$ cat src/rtl/tnn_layer_sched.sv
// Time-multiplexes N_NEURONS ternary neurons onto one shared neuron datapath.
// Define TNN_SCHED_PERF_EN to add the saturating perf_samples completion counter.
module tnn_layer_sched #(
    parameter int N_NEURONS = 4,
    parameter int NEU_LAT   = 1
) (
    input  logic                 clk,
    input  logic                 rst,
    input  logic                 in_valid,
    output logic                 in_ready,
    input  logic [11:0]          in_data,
    output logic                 neu_issue,
    output logic [11:0]          neu_operands,
    input  logic                 neu_result,
    output logic                 out_valid,
    input  logic                 out_ready,
    output logic [N_NEURONS-1:0] out_data,
    input  logic                 cfg_we,
    input  logic [3:0]           cfg_idx,
    input  logic [5:0]           cfg_mask,
    output logic                 cfg_err
`ifdef TNN_SCHED_PERF_EN
    ,
    output logic [15:0]          perf_samples
`endif
);
    localparam int IDX_W = (N_NEURONS > 1) ? $clog2(N_NEURONS) : 1;
    localparam int TAG_D = (NEU_LAT > 0) ? NEU_LAT : 1;
    localparam logic [IDX_W-1:0] LAST_IDX   = IDX_W'(N_NEURONS - 1);
    localparam logic [1:0]       LAST_DRAIN = 2'((NEU_LAT > 0) ? (NEU_LAT - 1) : 0);

    typedef enum logic [1:0] {
        IDLE  = 2'b00,
        ISSUE = 2'b01,
        DRAIN = 2'b10,
        HOLD  = 2'b11
    } state_t;

    state_t               state_r;
    state_t               state_s;
    logic [IDX_W-1:0]     k_r;
    logic [1:0]           drain_r;
    logic [11:0]          sample_r;
    logic [5:0]           mask_r [N_NEURONS];
    logic [N_NEURONS-1:0] acc_r;
    logic                 tag_vld_r [TAG_D];
    logic [IDX_W-1:0]     tag_idx_r [TAG_D];
    logic                 cfg_err_r;
    logic                 cap_vld_s;
    logic [IDX_W-1:0]     cap_idx_s;
    logic                 accept_s;
    logic                 cfg_ok_s;

    // Force every disabled 2-bit feature to zero.
    function automatic logic [11:0] apply_mask(input logic [11:0] data, input logic [5:0] mask);
        logic [11:0] res;
        res = 12'h000;
        for (int i = 0; i < 6; i++) begin
            res[2*i +: 2] = mask[i] ? data[2*i +: 2] : 2'b00;
        end
        return res;
    endfunction

    assign accept_s = in_valid && (state_r == IDLE);
    assign cfg_ok_s = cfg_we && (state_r == IDLE) && ({1'b0, cfg_idx} < 5'(N_NEURONS));
    assign out_data = acc_r;
    assign cfg_err  = cfg_err_r;

    // Next-state and handshake/issue outputs decoded from the state register.
    always_comb begin
        state_s      = state_r;
        in_ready     = 1'b0;
        neu_issue    = 1'b0;
        neu_operands = 12'h000;
        out_valid    = 1'b0;
        case (state_r)
            IDLE: begin
                in_ready = 1'b1;
                if (in_valid) begin
                    state_s = ISSUE;
                end else begin
                    state_s = IDLE;
                end
            end
            ISSUE: begin
                neu_issue    = 1'b1;
                neu_operands = apply_mask(sample_r, mask_r[k_r]);
                if (k_r == LAST_IDX) begin
                    if (NEU_LAT == 0) begin
                        state_s = HOLD;
                    end else begin
                        state_s = DRAIN;
                    end
                end else begin
                    state_s = ISSUE;
                end
            end
            DRAIN: begin
                if (drain_r == LAST_DRAIN) begin
                    state_s = HOLD;
                end else begin
                    state_s = DRAIN;
                end
            end
            HOLD: begin
                out_valid = 1'b1;
                if (out_ready) begin
                    state_s = IDLE;
                end else begin
                    state_s = HOLD;
                end
            end
            default: begin
                state_s = IDLE;
            end
        endcase
    end

    // With zero latency the result belongs to the neuron being issued right now.
    always_comb begin
        if (NEU_LAT == 0) begin
            cap_vld_s = neu_issue;
            cap_idx_s = k_r;
        end else begin
            cap_vld_s = tag_vld_r[TAG_D-1];
            cap_idx_s = tag_idx_r[TAG_D-1];
        end
    end

    // State register, neuron index, drain counter and sample capture.
    always_ff @(posedge clk) begin
        if (rst) begin
            state_r  <= IDLE;
            k_r      <= '0;
            drain_r  <= 2'd0;
            sample_r <= 12'h000;
        end else begin
            state_r <= state_s;
            if (accept_s) begin
                k_r      <= '0;
                sample_r <= in_data;
            end else if (neu_issue) begin
                k_r <= k_r + IDX_W'(1);
            end
            if (state_r == DRAIN) begin
                drain_r <= drain_r + 2'd1;
            end else begin
                drain_r <= 2'd0;
            end
        end
    end

    // Tag pipeline: remembers which neuron each in-flight result belongs to.
    always_ff @(posedge clk) begin
        if (rst) begin
            for (int i = 0; i < TAG_D; i++) begin
                tag_vld_r[i] <= 1'b0;
                tag_idx_r[i] <= '0;
            end
        end else begin
            tag_vld_r[0] <= neu_issue;
            tag_idx_r[0] <= k_r;
            for (int i = 1; i < TAG_D; i++) begin
                tag_vld_r[i] <= tag_vld_r[i-1];
                tag_idx_r[i] <= tag_idx_r[i-1];
            end
        end
    end

    // Result accumulator; cleared on every accepted sample.
    always_ff @(posedge clk) begin
        if (rst) begin
            acc_r <= '0;
        end else if (accept_s) begin
            acc_r <= '0;
        end else if (cap_vld_s) begin
            acc_r[cap_idx_s] <= neu_result;
        end
    end

    // Per-neuron feature masks and the rejected-write pulse.
    always_ff @(posedge clk) begin
        if (rst) begin
            for (int i = 0; i < N_NEURONS; i++) begin
                mask_r[i] <= 6'h3F;
            end
            cfg_err_r <= 1'b0;
        end else begin
            if (cfg_ok_s) begin
                mask_r[cfg_idx[IDX_W-1:0]] <= cfg_mask;
            end
            cfg_err_r <= cfg_we && !cfg_ok_s;
        end
    end

`ifdef TNN_SCHED_PERF_EN
    logic [15:0] perf_r;
    assign perf_samples = perf_r;

    // Saturating count of completed output handshakes.
    always_ff @(posedge clk) begin
        if (rst) begin
            perf_r <= 16'h0000;
        end else if (out_valid && out_ready && (perf_r != 16'hFFFF)) begin
            perf_r <= perf_r + 16'h0001;
        end
    end
`endif

endmodule

$ cat config.mk
export PLATFORM = sky130hd
export DESIGN_NAME = tnn_layer_sched
export DESIGN_NICKNAME = d
export VERILOG_FILES = /design/src/rtl/tnn_layer_sched.sv
export SDC_FILE = /design/constraint.sdc
export NUM_CORES = 1
export LEC_CHECK = 0
export BUFFER_PORTS_ARGS = -buffer_cell sky130_fd_sc_hd__buf_4
export CORE_MARGIN = 3
export CORE_UTILIZATION = 57
export DETAILED_ROUTE_END_ITERATION = 16
export PLACE_DENSITY = 0.87
export SYNTH_ARGS = -nofsm -noshare
export SYNTH_HDL_FRONTEND = slang
export SYNTH_SLANG_ARGS = --single-unit
$ cat constraint.sdc
create_clock -name clk -period 3 [get_ports clk]
set_input_delay 0.15 -clock clk [delete_from_list [all_inputs] [get_ports clk]]
set_output_delay 0.15 -clock clk [all_outputs]
set_load 0.02 [all_outputs]
==> impl_metrics.py, run 1 <==
metrics = {
    "clock_network": {
        "clock_tree.root_cell": "clkbuf_8",
        "cts_buffer_depth": 2,
        "numCtsBuffers": 5,
        "cts_resized": 0,
        "cts_hold_buf": 0,
        "h-tree-depth": 2,
        "clock-sinks": 52,
        "clock_latency_ns": 0.31,
        "cts_tree": "done",
        "path_clk_slew_ns": 0.09,
        "post-cts-setup-buffers": 0,
    },
    "sta": {
        "period_minus_slack_ns": 2.21,
        "max-slew-margin-rel_pct": 31.1,
        "slew_violations": 0,
        "setup_tns_ns": 0,
        "clock-skew-final_ns": 0.00736,
        "tightest_slew_ns": 1.03,
        "period_share_pct": 73.8,
        "final-hold-violation-count": 0,
        "fin_hold_ws_ns": 0.0359,
        "clock.fmax_ghz": 0.452,
        "setup_viol": 0,
        "rsz0062_at_grt": "no",
    },
    "synth": {
        "syn_area_um2": 2230,
        "ys_ff_latch": 52,
        "synthCells": 196,
        "synth.distinct_cells": 35,
        "seq_area_frac_synth_pct": 57.4,
        "syn_nets": 226,
        "async_flop_share_pct": 0,
        "synth_edf_count": 24,
        "synth_warnings": 0,
        "synth.avg_cell_area_um2": 11.4,
        "ys.flop_type": "dfxtp_1",
    },
    "critical_path": {
        "end_kind": "primary output",
        "crit_fanout": 11,
        "path_cells": "nor2b_1 > nand2_1 > nor2_1 > buf_4",
        "startpoint_type": "flop",
        "slowest_delay_ns": 0.72,
        "criticalPathCategory": "reg2out",
        "worst-path-buf-inv": 1,
        "path_delay_family": "simple AND/OR/NAND/NOR gates",
        "crit_required_ns": 2.85,
        "cp_slowest_cell": "nor2b_1",
        "arrival_ns": 2.06,
    },
    "detailed_routing": {
        "wl_met3_um": 257,
        "drt-total-wl_mm": 4.12,
        "highest_layer": "met4",
        "via_count": 1532,
        "met2_length_mm": 1.95,
        "via_per_inst": 5.28,
        "wl_met1_mm": 1.83,
        "drc": 0,
        "antenna_left": 0,
        "wl_per_cell_um": 14.2,
        "drt_iter0_drc": 89,
        "drt-pass1-iter-count": 4,
    },
    "min_path": {
        "min_path_type": "in2reg",
    },
    "job": {
        "maxCapViolations": 0,
    },
    "placed_design": {
        "placedInstanceArea_um2": 2600,
        "port_buffers": 47,
        "gp_congestion": 0.739,
        "hpwl_mm": 3.10,
        "placedCellCount": 282,
    },
    "global_routing": {
        "antenna_found_initial": 0,
        "grt_max_degree": 20,
        "grt_pass1_vias": 1435,
        "overflow": 0,
        "grt_use_total_pct": 19.7,
        "grt_pass1_wl_mm": 6.66,
    },
    "die": {
        "die_w_um": 68.6,
        "pin_count": 48,
        "design.core.area_um2": 3720,
        "start_util_pct": 60.1,
        "die_area_um2": 4710,
        "row_count": 22,
        "die_height_um": 68.6,
    },
    "power": {
        "leakage_nw": 0.974,
        "max-vdd-ir-drop_uv": 302,
        "p_per_area_nw_per_um2": 517,
    },
    "final_layout": {
        "layout_common_cells": "47 x buf_4, 28 x dfxtp_1, 24 x edfxtp_1, 23 x nor2_1, 19 x nand2_1",
        "final_layout_size_suffix_gt1_share_pct": 28.5,
        "area_delta_synth_final_pct": 21.7,
        "diodes": 0,
        "nets": 271,
        "final_cell_area_um2": 2720,
        "fillCellCount": 265,
        "stdcell_count": 290,
        "final_common_cell": "buf_4",
    },
    "run_status": {
        "status": "finished clean",
    },
}
-- state kept, by name, indices dropped and copies added, names as in the netlist, named ones only --
name and cells:
cfg_err 1, drain_r 2, k_r 2, mask_r 24, out_data 4, sample_r 12
state_r 2, tag_idx_r 2, tag_vld_r 1
-- layer usage --
metal / global-route usage (%) / vias up
li1: - / 763
met1: 25.7 / 712
met2: 31.2 / 50
met3: 4.21 / 7
met4: 9.43 / 0
met5: 0 / -
-- final cells by class --
class / count / area (um2) / area share (%)
clock inverters: 2 / 38.8 / 1.43
repair buffers: 47 / 353 / 13.0
well taps: 48 / 60.1 / 2.21
multi-input cells: 120 / 846 / 31.1
inverters: 15 / 56.3 / 2.07
flip-flops and latches: 52 / 1280 / 47.1
clock buffers: 6 / 82.6 / 3.04
-- Yosys cell counts, types with 5 or more instances --
| cell type | number | area, um2 |
|---|---|---|
| mux2i_1 | 5 | 50.1 |
| inv_1 | 15 | 56.3 |
| dfxtp_1 | 28 | 561 |
| or3_1 | 6 | 37.5 |
| nand2b_1 | 13 | 81.3 |
| mux4_2 | 6 | 135 |
| nor2_1 | 23 | 86.3 |
| nor2b_1 | 5 | 31.3 |
| buf_2 | 7 | 35.0 |
| o21ai_0 | 10 | 50.1 |
| nand2_1 | 19 | 71.3 |
| edfxtp_1 | 24 | 721 |
| or2_1 | 6 | 37.5 |
-- tightest hold or removal path, delay by kind of cell --
family	cells	cell delay (ns)
buffers and inverters	1	0.07
AO/OA/AOI/OAI	1	0.05
AND/OR/NAND/NOR	1	0.03
-- logic make-up (layout without fill, tap and decap cells) --
family	Yosys count	in the layout	synth area share [%]
multiplexers	12	12	8.80
XOR/XNOR	1	1	0.392
AND/OR/NAND/NOR	85	85	21.8
adder cells (fa/ha/maj)	2	2	1.12
flip-flops	52	52	57.4
buffers and inverters	24	70	4.76
AO/OA/AOI/OAI	20	20	5.71
-- per-stage QoR --
stage / utilization, % / setup WS [ns] / total power, mW
after CTS: 73.1 / 0.763 / 1.41
after global routing: 73.1 / 0.587 / 1.46
after floorplan: - / 1.41 / 0.865
after detailed placement: 69.9 / 1.10 / 0.925
after global placement: 69.9 / 1.18 / 0.921
final: 73.1 / 0.786 / 1.41
-- power by group --
part	internal, mW	switching [mW]	total, mW	leakage (nW)
combinational	0.0618	0.0712	0.133	0.506
sequential	0.761	0.0140	0.775	0.407
clock	0.273	0.226	0.498	0.0614
total	1.10	0.311	1.41	0.974
-- worst paths after layout --
| kind | cells after the start | slack [ns] | endpoint | startpoint |
|---|---|---|---|---|
| hold reg to reg | 1 | 0.44 | drain_r[0] | drain_r[0] |
| setup reg to reg | 3 | 1.20 | mask_r[1][2] | state_r[0] |
| setup / recovery | 4 | 0.79 | neu_operands[8] | state_r[0] |
| hold / removal | 3 | 0.04 | sample_r[2] | in_data[2] |
Note: power is estimated with default switching activity, not from simulation.
==> run 2, diff against run 1 <==
--- a/config.mk
+++ b/config.mk
@@ -7,9 +7,9 @@
 export LEC_CHECK = 0
 export BUFFER_PORTS_ARGS = -buffer_cell sky130_fd_sc_hd__buf_4
 export CORE_MARGIN = 3
-export CORE_UTILIZATION = 57
+export CORE_UTILIZATION = 53
 export DETAILED_ROUTE_END_ITERATION = 16
-export PLACE_DENSITY = 0.87
+export PLACE_DENSITY = 0.82
 export SYNTH_ARGS = -nofsm -noshare
 export SYNTH_HDL_FRONTEND = slang
 export SYNTH_SLANG_ARGS = --single-unit
==> constraint.sdc (replaced) <==
create_clock -name clk -period 2.31 [get_ports clk]
set_input_delay 0.1155 -clock clk [delete_from_list [all_inputs] [get_ports clk]]
set_output_delay 0.1155 -clock clk [all_outputs]
set_load 0.02 [all_outputs]
==> impl_metrics.py, run 2 (same netlist as run 1, synthesis figures left out) <==
metrics = {
    "run_status": {
        "status": "finished clean",
    },
    "detailed_routing": {
        "via_count": 1499,
        "drc": 0,
        "via_per_inst": 5.13,
        "drt-total-wl_mm": 4.20,
        "wl_per_cell_um": 14.4,
        "antenna_left": 0,
        "drt_iter0_drc": 97,
        "drt-pass1-iter-count": 4,
    },
    "clock_network": {
        "cts_hold_buf": 0,
        "post-cts-setup-buffers": 0,
        "cts_buffer_depth": 2,
        "cts_resized": 0,
        "clock_tree.root_cell": "clkbuf_8",
        "h-tree-depth": 2,
        "clock-sinks": 52,
        "clock_latency_ns": 0.30,
        "numCtsBuffers": 5,
        "path_clk_slew_ns": 0.09,
        "cts_tree": "done",
    },
    "placed_design": {
        "placedInstanceArea_um2": 2610,
        "port_buffers": 47,
        "hpwl_mm": 3.14,
        "gp_congestion": 0.758,
    },
    "critical_path": {
        "crit_required_ns": 2.19,
        "reg2reg_slack_ns": 0.53,
        "arrival_ns": 1.74,
        "crit_fanout": 6,
        "startpoint_type": "flop",
        "rr_worst_depth": 3,
        "worst_r2r_endpoint": "mask_r[1][1]",
        "crit_end": "neu_operands[5]",
        "path_cells": "mux4_2 > nand2_1 > nor2_1 > buf_4",
        "cp_slowest_cell": "dfxtp_1",
        "criticalPathCategory": "reg2out",
        "slowest_delay_ns": 0.57,
        "end_kind": "primary output",
        "r2r-start": "state_r[0]",
    },
    "final_layout": {
        "area_delta_synth_final_pct": 21.1,
        "final_layout_size_suffix_gt1_share_pct": 28.7,
        "layout_common_cells": "49 x buf_4, 28 x dfxtp_1, 24 x edfxtp_1, 23 x nor2_1, 19 x nand2_1",
        "largest_reg_flops": 24,
        "diodes": 0,
        "final_cell_area_um2": 2700,
        "regMostFlops": "mask_r",
        "fillCellCount": 274,
        "final_common_cell": "buf_4",
        "nets": 273,
    },
    "die": {
        "design.core.area_um2": 3850,
        "die_w_um": 70.9,
        "start_util_pct": 58.0,
        "pin_count": 48,
        "die_height_um": 70.9,
        "die_area_um2": 5030,
        "row_count": 22,
    },
    "job": {
        "maxCapViolations": 0,
    },
    "sta": {
        "max-slew-margin-rel_pct": 61.7,
        "period_minus_slack_ns": 1.85,
        "setup_tns_ns": 0,
        "final-hold-violation-count": 0,
        "slew_violations": 0,
        "clock.fmax_ghz": 0.540,
        "setup_viol": 0,
        "rsz0062_at_grt": "no",
        "tightest_slew_ns": 0.574,
        "clock-skew-final_ns": 0.00847,
        "period_share_pct": 80.1,
    },
    "global_routing": {
        "grt_max_degree": 20,
        "grt_pass1_wl_mm": 6.86,
        "overflow": 0,
        "antenna_found_initial": 0,
        "grt_use_total_pct": 17.7,
        "grt_pass1_vias": 1430,
    },
    "min_path": {
        "min_path_type": "in2reg",
        "whs_path_depth": 3,
    },
    "power": {
        "leakage_nw": 0.976,
        "p_per_area_nw_per_um2": 633,
        "max-vdd-ir-drop_uv": 380,
    },
}
## run 2: stage by stage
stage | total power, mW | cells | setup slack [ns] | util [%] | hold WS (ns)
global route | 1.78 | 292 | 0.287 | 70.2 | 0.00692
floorplan | 1.12 | 196 | 0.715 | - | 0.193
finish | 1.71 | 292 | 0.459 | 70.2 | 0.00443
CTS | 1.72 | 292 | 0.411 | 70.2 | 0.00132
detailed placement | 1.20 | 284 | 0.519 | 67.8 | 0.320
global placement | 1.20 | 284 | 0.577 | 67.8 | 0.313
## run 2: power breakdown
part,internal (mW),switching [mW]
logic,0.0828,0.0925
registers,0.988,0.0186
clock network,0.240,0.289
total,1.31,0.400
## run 2: cell type report
type | count | area, um2 | area share (%)
inverters | 15 | 56.3 | 2.08
flip-flops and latches | 52 | 1280 | 47.4
multi-input cells | 120 | 846 | 31.3
clock inverters | 2 | 10.0 | 0.370
clock buffers | 6 | 82.6 | 3.05
repair buffers | 49 | 368 | 13.6
well taps | 48 | 60.1 | 2.22
## run 2: critical path: cells and delay by family, from the launching register on
family | cells | cell delay, ns
DFF | 1 | 0.57
muxes | 1 | 0.56
and+or+nand+nor | 2 | 0.16
buffers and inverters | 1 | 0.15
## run 2: how the worst min path moves through the flow
| stage | start | to | slack [ns] |
|---|---|---|---|
| finish | in_data[1] | sample_r[1] | 0.004 |
| global route | in_data[5] | sample_r[5] | 0.007 |
| CTS | in_data[0] | sample_r[0] | 0.001 |
| detailed placement | in_data[0] | sample_r[0] | 0.32 |
| global placement | in_data[2] | sample_r[2] | 0.31 |
| floorplan | rst | drain_r[1] | 0.19 |
## run 2: layer usage
layer / up-vias / routed length (um) / global-route usage (%) / part of all wire, %
met2: 56 / 1830 / 26.2 / 44
met3: 6 / 264 / 5.11 / 6.3
met4: 0 / 64 / 7.10 / 1.5
met1: 669 / 2040 / 24.5 / 49
met5: - / 0 / 0 / 0
li1: 768 / - / - / -
